==> config.mk <==
export PLATFORM = sky130hd
export DESIGN_NAME = life_gen_ctrl_flat
export DESIGN_NICKNAME = d
export VERILOG_FILES = /design/src/rtl/life_gen_if.sv /design/src/rtl/life_gen_ctrl.sv /design/src/flat_wrapper.sv
export SDC_FILE = /design/constraint.sdc
export NUM_CORES = 2
export LEC_CHECK = 0
export BUFFER_PORTS_ARGS = -buffer_cell sky130_fd_sc_hd__buf_2
export CAP_MARGIN = 20
export CORE_ASPECT_RATIO = 0.6
export CORE_UTILIZATION = 30
export CTS_BUF_LIST = sky130_fd_sc_hd__clkbuf_8
export CTS_CLUSTER_DIAMETER = 50
export DETAILED_ROUTE_END_ITERATION = 6
export PLACE_DENSITY = 0.51
export SYNTH_ARGS = -nofsm -noshare
export SYNTH_HDL_FRONTEND = slang
export SYNTH_SLANG_ARGS = --single-unit
==> constraint.sdc <==
create_clock -name clk -period 15.35 [get_ports clk]
set_input_delay 3.07 -clock clk [delete_from_list [all_inputs] [get_ports clk]]
set_output_delay 3.07 -clock clk [all_outputs]
set_load 0.05 [all_outputs]
==> src/rtl/life_gen_if.sv <==
// life_gen_if: life generator bus (timing inputs, seeding write handshake, display read, status outputs)
interface life_gen_if;
  logic frame_tick, run, step_req;
  logic wr_valid, wr_ready, wr_alive;
  logic [4:0] wr_x, rd_x;
  logic [3:0] wr_y, rd_y;
  logic rd_alive, busy, gen_done;
  logic [15:0] gen_count;
  modport master (
    output frame_tick, run, step_req, wr_valid, wr_x, wr_y, wr_alive, rd_x, rd_y,
    input wr_ready, rd_alive, busy, gen_done, gen_count
  );
  modport slave (
    input frame_tick, run, step_req, wr_valid, wr_x, wr_y, wr_alive, rd_x, rd_y,
    output wr_ready, rd_alive, busy, gen_done, gen_count
  );
endinterface

==> src/rtl/life_gen_ctrl.sv <==
// life_gen_ctrl: double-buffered Game of Life sequencer (clk, rst, bus: seed writes, display reads, step/auto-run, busy/gen_done/gen_count)
module life_gen_ctrl #(
  parameter int COLS = 20,
  parameter int ROWS = 15,
  parameter int GEN_DIV = 30
) (
  input logic clk,
  input logic rst,
  life_gen_if.slave bus
);
  localparam int N = COLS * ROWS;
  localparam int AW = $clog2(N);
  localparam int DW = GEN_DIV > 1 ? $clog2(GEN_DIV) : 1;
  typedef enum logic [1:0] {IDLE, SCAN, SWAP} state_t;
  state_t state;
  logic [N-1:0] b0, b1, disp;
  logic sel, pend, fire, go, nv, last_x, wr_in;
  logic [DW-1:0] div;
  logic [4:0] cx, xm, xp;
  logic [3:0] cy, ym, yp, n;
  function automatic logic [AW-1:0] idx(input logic [4:0] x, input logic [3:0] y);
    return AW'(int'(y) * COLS + int'(x));
  endfunction
  assign disp = sel ? b1 : b0;
  assign bus.busy = state != IDLE;
  assign bus.wr_ready = state == IDLE;
  assign bus.rd_alive = (int'(bus.rd_x) < COLS && int'(bus.rd_y) < ROWS) ? disp[idx(bus.rd_x, bus.rd_y)] : 1'b0;
  assign wr_in = int'(bus.wr_x) < COLS && int'(bus.wr_y) < ROWS;
  always_comb begin
    xm = cx == 5'd0 ? 5'(COLS - 1) : cx - 5'd1;
    xp = cx == 5'(COLS - 1) ? 5'd0 : cx + 5'd1;
    ym = cy == 4'd0 ? 4'(ROWS - 1) : cy - 4'd1;
    yp = cy == 4'(ROWS - 1) ? 4'd0 : cy + 4'd1;
    n = 4'(disp[idx(xm, ym)]) + 4'(disp[idx(cx, ym)]) + 4'(disp[idx(xp, ym)])
      + 4'(disp[idx(xm, cy)]) + 4'(disp[idx(xp, cy)])
      + 4'(disp[idx(xm, yp)]) + 4'(disp[idx(cx, yp)]) + 4'(disp[idx(xp, yp)]);
    nv = n == 4'd3 || (disp[idx(cx, cy)] && n == 4'd2);
    last_x = cx == 5'(COLS - 1);
    fire = bus.run && bus.frame_tick && div == DW'(GEN_DIV - 1);
    go = state == IDLE && (pend || bus.step_req || fire) && !bus.wr_valid;
  end
  always_ff @(posedge clk) begin
    if (rst) begin
      state <= IDLE;
      b0 <= '0;
      b1 <= '0;
      sel <= 1'b0;
      pend <= 1'b0;
      div <= '0;
      cx <= '0;
      cy <= '0;
      bus.gen_done <= 1'b0;
      bus.gen_count <= '0;
    end else begin
      bus.gen_done <= state == SWAP;
      div <= (!bus.run || fire) ? '0 : bus.frame_tick ? div + 1'b1 : div;
      pend <= !go && (pend || bus.step_req || fire);
      if (bus.wr_valid && state == IDLE && wr_in) begin
        if (sel) b1[idx(bus.wr_x, bus.wr_y)] <= bus.wr_alive;
        else b0[idx(bus.wr_x, bus.wr_y)] <= bus.wr_alive;
      end
      if (go) begin
        state <= SCAN;
        cx <= '0;
        cy <= '0;
      end else if (state == SCAN) begin
        if (sel) b0[idx(cx, cy)] <= nv;
        else b1[idx(cx, cy)] <= nv;
        cx <= last_x ? 5'd0 : cx + 5'd1;
        cy <= last_x ? cy + 4'd1 : cy;
        if (last_x && cy == 4'(ROWS - 1)) state <= SWAP;
      end else if (state == SWAP) begin
        sel <= ~sel;
        bus.gen_count <= bus.gen_count + 16'd1;
        state <= IDLE;
      end
    end
  end
endmodule

==> src/flat_wrapper.sv <==
// flat-port wrapper written by rule: the top's interface ports become plain ports
module life_gen_ctrl_flat 
#(
  parameter int COLS = 20,
  parameter int ROWS = 15,
  parameter int GEN_DIV = 30
)
  (clk, rst, bus_frame_tick, bus_run, bus_step_req, bus_wr_valid, bus_wr_x, bus_wr_y, bus_wr_alive, bus_rd_x, bus_rd_y, bus_wr_ready, bus_rd_alive, bus_busy, bus_gen_done, bus_gen_count);
  life_gen_if bus_i ();
  input logic clk;
  input logic rst;
  input wire logic [$bits(bus_i.frame_tick)-1:0] bus_frame_tick;
  input wire logic [$bits(bus_i.run)-1:0] bus_run;
  input wire logic [$bits(bus_i.step_req)-1:0] bus_step_req;
  input wire logic [$bits(bus_i.wr_valid)-1:0] bus_wr_valid;
  input wire logic [$bits(bus_i.wr_x)-1:0] bus_wr_x;
  input wire logic [$bits(bus_i.wr_y)-1:0] bus_wr_y;
  input wire logic [$bits(bus_i.wr_alive)-1:0] bus_wr_alive;
  input wire logic [$bits(bus_i.rd_x)-1:0] bus_rd_x;
  input wire logic [$bits(bus_i.rd_y)-1:0] bus_rd_y;
  output wire logic [$bits(bus_i.wr_ready)-1:0] bus_wr_ready;
  output wire logic [$bits(bus_i.rd_alive)-1:0] bus_rd_alive;
  output wire logic [$bits(bus_i.busy)-1:0] bus_busy;
  output wire logic [$bits(bus_i.gen_done)-1:0] bus_gen_done;
  output wire logic [$bits(bus_i.gen_count)-1:0] bus_gen_count;
  assign bus_i.frame_tick = bus_frame_tick;
  assign bus_i.run = bus_run;
  assign bus_i.step_req = bus_step_req;
  assign bus_i.wr_valid = bus_wr_valid;
  assign bus_i.wr_x = bus_wr_x;
  assign bus_i.wr_y = bus_wr_y;
  assign bus_i.wr_alive = bus_wr_alive;
  assign bus_i.rd_x = bus_rd_x;
  assign bus_i.rd_y = bus_rd_y;
  assign bus_wr_ready = bus_i.wr_ready;
  assign bus_rd_alive = bus_i.rd_alive;
  assign bus_busy = bus_i.busy;
  assign bus_gen_done = bus_i.gen_done;
  assign bus_gen_count = bus_i.gen_count;
  life_gen_ctrl #(.COLS(COLS), .ROWS(ROWS), .GEN_DIV(GEN_DIV)) u_core (.clk(clk), .rst(rst), .bus(bus_i));
endmodule
# After elaboration in Yosys (flattened, before gate mapping)
# Cells that the tools add are included.
dict set report op_classes {
  n_addsub 24
  n_mul 5
  order_cmp 17
  n_eq_ne 9
  muxes 50
  n_bitwise 3
  n_reduce_logical 32
}
# cell count
set ops {}
lappend ops {{300-bit two-way mux} 13}
lappend ops {{300-bit bitwise mux} 4}
lappend ops {{9-bit by 10-bit < comparator with 1-bit output, second input constant} 11}
lappend ops {{9-bit by 6-bit adder with 9-bit output} 11}
lappend ops {{1-bit binary-select mux with 9-bit select} 10}
lappend ops {{4-bit by 3-bit multiplier with 7-bit output, second input constant} 5}
lappend ops {{4-bit by 1-bit adder with 4-bit output} 6}
lappend ops {{1-bit demux with 9-bit select} 2}
lappend ops {{9-bit by 1-bit >= comparator with 1-bit output, second input constant} 2}
lappend ops {{16-bit by 1-bit adder with 16-bit output, second input constant} 1}
lappend ops {{1-bit two-way mux} 14}
lappend ops {{1-bit logical AND} 13}
lappend ops {{5-bit by 1-bit adder with 5-bit output, second input constant} 2}
lappend ops {{5-bit == test, second input constant} 2}
lappend ops {{5-bit < comparator, second input constant} 2}
lappend ops {{5-bit two-way mux} 2}
lappend ops {{4-bit by 2-bit == test with 1-bit output, second input constant} 2}
lappend ops {{4-bit < comparator, second input constant} 2}
lappend ops {{4-bit two-way mux} 2}
lappend ops {{2-bit two-way mux} 3}
lappend ops {{2-bit AND reduction} 3}
lappend ops {{5-bit logical NOT} 1}
lappend ops {{5-bit by 1-bit subtractor with 5-bit output, second input constant} 1}
lappend ops {{4-bit by 1-bit adder with 4-bit output, second input constant} 1}
lappend ops {{other kinds (16)} 25}
dict set report word_totals {
  reg_bits 635
  input_bits 25
  out_inout_bits 20
  elab_cells 151
}

# Longest topological paths before layout
dict set report logic_depth {
  ltp_word 20
  mapped_depth 41
  mapped_depth_nobuf 33
}

# Worst setup path before layout
# OpenSTA, ideal clock, no wires.
dict set report synth_timing {
  path_kind {input to output}
  start {input port bus_rd_y[0]}
  end {output port bus_rd_alive}
  t_arrival_ps 7181
  required_ps 12280
  path_slack_ps 5099
  path_stages 14
  path_buffers 3
  cell_sequence {ha_1 > ha_1 > xnor2_1 > clkbuf_1 > buf_2 > clkbuf_1 > mux4_2 > mux2i_1 > mux2i_1 > mux2i_1 > mux2i_1 > o22ai_1 > nand2_1 > a31oi_1}
}
dict set report synth_between {
  elab_chain_len 5
  word_cells_on_any_way 7
  cone_classes {add/sub: 1; mul: 1; order compare: 1; mux: 3; reduce/logical: 1}
}
# item line_no
set synth_lines {}
lappend synth_lines {{start, declared} flat_wrapper.sv:20} ;# input wire logic [$bits(bus_i.rd_y)-1:0] bus_rd_y;
lappend synth_lines {{4-bit by 3-bit multiplier with 7-bit output} life_gen_ctrl.sv:22} ;# return AW'(int'(y) * COLS + int'(x));
lappend synth_lines {{9-bit by 6-bit adder with 9-bit output} life_gen_ctrl.sv:22}
lappend synth_lines {{1-bit binary-select mux with 9-bit select} life_gen_ctrl.sv:27} ;# assign bus.rd_alive = (int'(bus.rd_x) < COLS && int'(bus.rd_y) < ROWS) ? disp[idx(bus.rd_x, bus.rd_y)] : 1'b0;
lappend synth_lines {{1-bit two-way mux (implied by the code)} life_gen_ctrl.sv:27}
lappend synth_lines {{1-bit two-way mux (*)} life_gen_ctrl.sv:27}
lappend synth_lines {{end, declared} flat_wrapper.sv:22} ;# output wire logic [$bits(bus_i.rd_alive)-1:0] bus_rd_alive;
# Every way passes the cells marked *; elsewhere a longest branch is shown, timed or not. The select of a mux whose other input is x is not followed.

# Worst setup path in the final report
dict set report layout_timing {
  start {register u_core.cx[0]}
  end {register u_core.b1[188]}
}
dict set report layout_between {
  elab_chain_len 19
  word_cells_on_any_way 53
  cone_classes {add/sub: 18; order compare: 2; eq/ne: 3; mux: 26; reduce/logical: 4}
}
# item line_no
set layout_lines {}
lappend layout_lines {{start, declared} life_gen_ctrl.sv:19} ;# logic [4:0] cx, xm, xp;
lappend layout_lines {{start signal, assigned} life_gen_ctrl.sv:69} ;# cx <= last_x ? 5'd0 : cx + 5'd1;
lappend layout_lines {{5-bit by 1-bit subtractor with 5-bit output / 5-bit logical NOT (equally long branches)} life_gen_ctrl.sv:30} ;# xm = cx == 5'd0 ? 5'(COLS - 1) : cx - 5'd1;
lappend layout_lines {{5-bit two-way mux} life_gen_ctrl.sv:30}
lappend layout_lines {{9-bit by 6-bit adder with 9-bit output} life_gen_ctrl.sv:22}
lappend layout_lines {{1-bit binary-select mux with 9-bit select} life_gen_ctrl.sv:34} ;# n = 4'(disp[idx(xm, ym)]) + 4'(disp[idx(cx, ym)]) + 4'(disp[idx(xp, ym)])
lappend layout_lines {{1-bit two-way mux (implied by the code)} life_gen_ctrl.sv:34}
lappend layout_lines {{1-bit by 1-bit adder with 2-bit output} life_gen_ctrl.sv:34}
lappend layout_lines {{4-bit by 1-bit adder with 4-bit output} life_gen_ctrl.sv:34}
lappend layout_lines {{4-bit by 1-bit adder with 4-bit output (2 in series)} life_gen_ctrl.sv:35} ;# + 4'(disp[idx(xm, cy)]) + 4'(disp[idx(xp, cy)])
lappend layout_lines {{4-bit by 1-bit adder with 4-bit output (3 in series)} life_gen_ctrl.sv:36} ;# + 4'(disp[idx(xm, yp)]) + 4'(disp[idx(cx, yp)]) + 4'(disp[idx(xp, yp)]);
lappend layout_lines {{4-bit by 2-bit == test with 1-bit output} life_gen_ctrl.sv:37} ;# nv = n == 4'd3 || (disp[idx(cx, cy)] && n == 4'd2);
lappend layout_lines {{1-bit logical AND} life_gen_ctrl.sv:37}
lappend layout_lines {{1-bit logical OR} life_gen_ctrl.sv:37}
lappend layout_lines {{300-bit bitwise mux (*)} life_gen_ctrl.sv:68} ;# else b1[idx(cx, cy)] <= nv;
lappend layout_lines {{300-bit two-way mux (*)} life_gen_ctrl.sv:67} ;# if (sel) b0[idx(cx, cy)] <= nv;
lappend layout_lines {{300-bit two-way mux (*)} life_gen_ctrl.sv:66} ;# end else if (state == SCAN) begin
lappend layout_lines {{300-bit two-way mux (*)} life_gen_ctrl.sv:62} ;# if (go) begin
lappend layout_lines {{end signal, assigned by index} life_gen_ctrl.sv:59} ;# if (sel) b1[idx(bus.wr_x, bus.wr_y)] <= bus.wr_alive;
lappend layout_lines {{end signal, assigned by index} life_gen_ctrl.sv:68}
lappend layout_lines {{end, declared} life_gen_ctrl.sv:16} ;# logic [N-1:0] b0, b1, disp;
# Marks and branches as above.
# A chain may end at the register's enable or synchronous reset.

==> flow_metrics.py <==
metrics = {
    "clock_network": {
        "hold_buffers": 0,
        "cts_buffer_depth": 3,
        "numCtsBuffers": 115,
        "insertion_delay_ns": 0.91,
        "tritoncts": "yes",
        "cts.htree.levels": 3,
        "numClockSinks": 635,
        "root_buffer": "clkbuf_8",
        "path_clk_slew_ns": 0.06,
        "post-cts-setup-buffer-count": 0,
        "ctsResizeCount": 0,
    },
    "detailed_routing": {
        "routed_wl_um": 381000,
        "drc_errors": 4,
        "drtIter0Drc": 11300,
        "drt-vias-per-instance": 7.00,
        "antenna_left": 0,
        "wire_per_inst_um": 41.4,
        "num_vias": 64300,
        "first_pass_iters": 7,
    },
    "layout": {
        "drive_above_1_share_pct": 23.9,
        "final_nets": 6552,
        "finalNonFillerCells": 9184,
        "area_growth_pct": 8.70,
    },
    "synth": {
        "synthArstFlopShare_pct": 0,
        "synth_cells": 6819,
        "yosys.area.top_type_share_pct": 21.1,
        "synth_commonest_cells": "nand2_1, dfxtp_1, mux2i_1",
        "synth-seq-area-share_pct": 21.1,
        "yosysMostFrequentCell": "nand2_1",
        "synth_area_leader_cell": "dfxtp_1",
        "yosysUniqueCellTypes": 97,
        "yosysWarnings": 0,
        "syn-cell-area_mm2": 0.0604,
        "syn_area_per_cell_um2": 8.85,
        "synth_area_leaders": "dfxtp_1, mux4_2, mux2i_1",
        "synth-edff-count": 0,
        "syn_nets": 6934,
        "ys_seq_elements": 635,
        "synth_ff_type": "dfxtp_1",
    },
    "status": {
        "violations": "design-rule violations",
        "status": "finished, violations left",
    },
    "worst_setup_path": {
        "cpPeakStageDelay_ns": 0.94,
        "cp_max_fo": 128,
        "cp.required_ns": 16.15,
        "worst-path-buf-inv": 9,
        "cp-start-kind": "flip-flop",
        "cpMaxStageDelayCell": "nor2_4",
        "worstSetupPathType": "flip-flop to flip-flop",
        "worstPathArrival_ns": 13.04,
        "endpoint_kind": "flip-flop",
        "cp_top_family": "compound AO/OA/AOI/OAI gates",
    },
    "power": {
        "powerDensity_mw_per_mm2": 70.5,
        "leakage_nw": 19.9,
        "peakVddDrop_v": 0.0000599,
        "report.power.total_mw": 4.63,
    },
    "grt": {
        "grt_overflow": 0,
        "globalRouteTotalUtil_pct": 36.0,
        "grt_pass1_vias": 56500,
        "antenna_found_initial": 37,
        "grt_pass1_wl_um": 509000,
        "grt_max_degree": 211,
    },
    "floorplan": {
        "io_pins": 45,
        "initial_core_util_pct": 30.2,
        "die_x_um": 581,
        "fp.dieH_um": 349,
        "rows": 127,
        "core_mm2": 0.200,
        "die_area_mm2": 0.203,
    },
    "timing": {
        "hold_violations": 0,
        "tns_ns": 0,
        "worstMarginPinSlew_ns": 1.47,
        "fin_crit_ns": 12.24,
        "setup_viol": 0,
        "skew_ns": 0.0920,
        "hold_slack_ns": 0.496,
        "slew_viol_final": 0,
        "fmax_mhz": 81.7,
        "final.setup.worst_slack_ns": 3.11,
        "relSlewSlack_pct": 1.92,
        "grt_setup_unrepaired": "false",
        "period_share_pct": 79.7,
    },
    "job": {
        "maxCapViolCount": 0,
    },
    "placement": {
        "io_buffers": 44,
        "dp_cells": 8944,
        "gp_congestion": 1.12,
        "hpwl_um": 270000,
        "pre_cts_ws_ns": 3.84,
    },
    "hold_path": {
        "holdCritPathClass": "flip-flop to flip-flop",
    },
}
[flip-flops by register name (all words and copies together) (netlist names)]
register,count
u_core.sel,1
u_core.state,2
u_core.b0,300
u_core.bus.gen_count,16
u_core.bus.gen_done,1
u_core.div,5
u_core.cy,4
u_core.pend,1
u_core.b1,300
u_core.cx,5
[per-stage QoR]
stage / utilization (%) / area [um^2]
finish: 32.8 / 65600
global route: 32.8 / 65600
detailed placement: 31.4 / 62800
CTS: 32.7 / 65300
floorplan: - / 60400
global placement: 31.4 / 62700
[cell families (layout without fill, tap and decap cells)]
group | count (synthesis) | count (layout) | share of synthesized area [%]
other | 0 | 6 | 0
AO/OA/AOI/OAI | 1738 | 1738 | 25.4
XOR/XNOR | 104 | 104 | 1.53
buffers and inverters | 906 | 621 | 7.34
AND/OR/NAND/NOR | 2185 | 2185 | 16.2
multiplexers | 1161 | 1161 | 26.4
adder cells (fa/ha/maj) | 90 | 90 | 2.11
flip-flops | 635 | 635 | 21.1
[worst reg2reg max path, delay by kind of cell, from the launching register on]
family                   cells  cell delay, ns
AO/OA/AOI/OAI                8            3.42
flip-flops                   1            0.73
buffers and inverters        9            3.25
multiplexers                 1            0.23
adder cells (fa/ha/maj)      6            2.46
AND/OR/NAND/NOR              5            2.06
[where the power goes]
part	internal, mW	total (mW)	switching, mW	leakage, nW
combinational	0.229	1.13	0.898	13.4
sequential	1.65	1.66	0.00732	5.11
clock	0.940	1.85	0.905	1.41
[final timing paths]
path                                        end  depth (start not counted)  slack, ns            start
worst min-delay path            u_core.state[0]                          2       0.50  u_core.state[0]
worst max-delay path             u_core.b1[188]                         29       3.11     u_core.cx[0]
worst max register to register   u_core.b1[188]                         29       3.11     u_core.cx[0]
worst min register to register  u_core.state[0]                          2       0.50  u_core.state[0]
[cell usage in the layout, fill, tap and decap left out, types with 51 or more instances in the layout]
master,count
a211oi_1,51
a21oi_1,177
a221oi_1,515
a311oi_2,306
a31oi_1,59
and3_1,290
buf_4,282
clkbuf_8,144
dfxtp_1,632
ha_1,66
inv_1,80
mux2_2,220
mux2i_1,617
mux4_2,317
nand2_1,939
nand3_1,146
nor2_1,491
nor3_1,68
o211ai_1,58
o21ai_0,161
o22ai_1,66
[metal layers]
layer | track usage, % | routed length [um] | part of all wire, %
met1 | 52.5 | 169000 | 44
met3 | 19.3 | 64900 | 17
met2 | 43.8 | 135000 | 35
met5 | 0 | 111 | 0.029
met4 | 9.68 | 11400 | 3.0
[layout make-up]
type                    instances  area [um^2]
diodes                          6         15.0
clock buffers                 144         1980
clock inverters                70          531
fillers                     20500       134000
inverters                      57          215
multi-input cells            5278        44000
flip-flops and latches        635        12700
well taps                    2644         3310
repair buffers                350         2820
(Power assumes the default switching activity.)
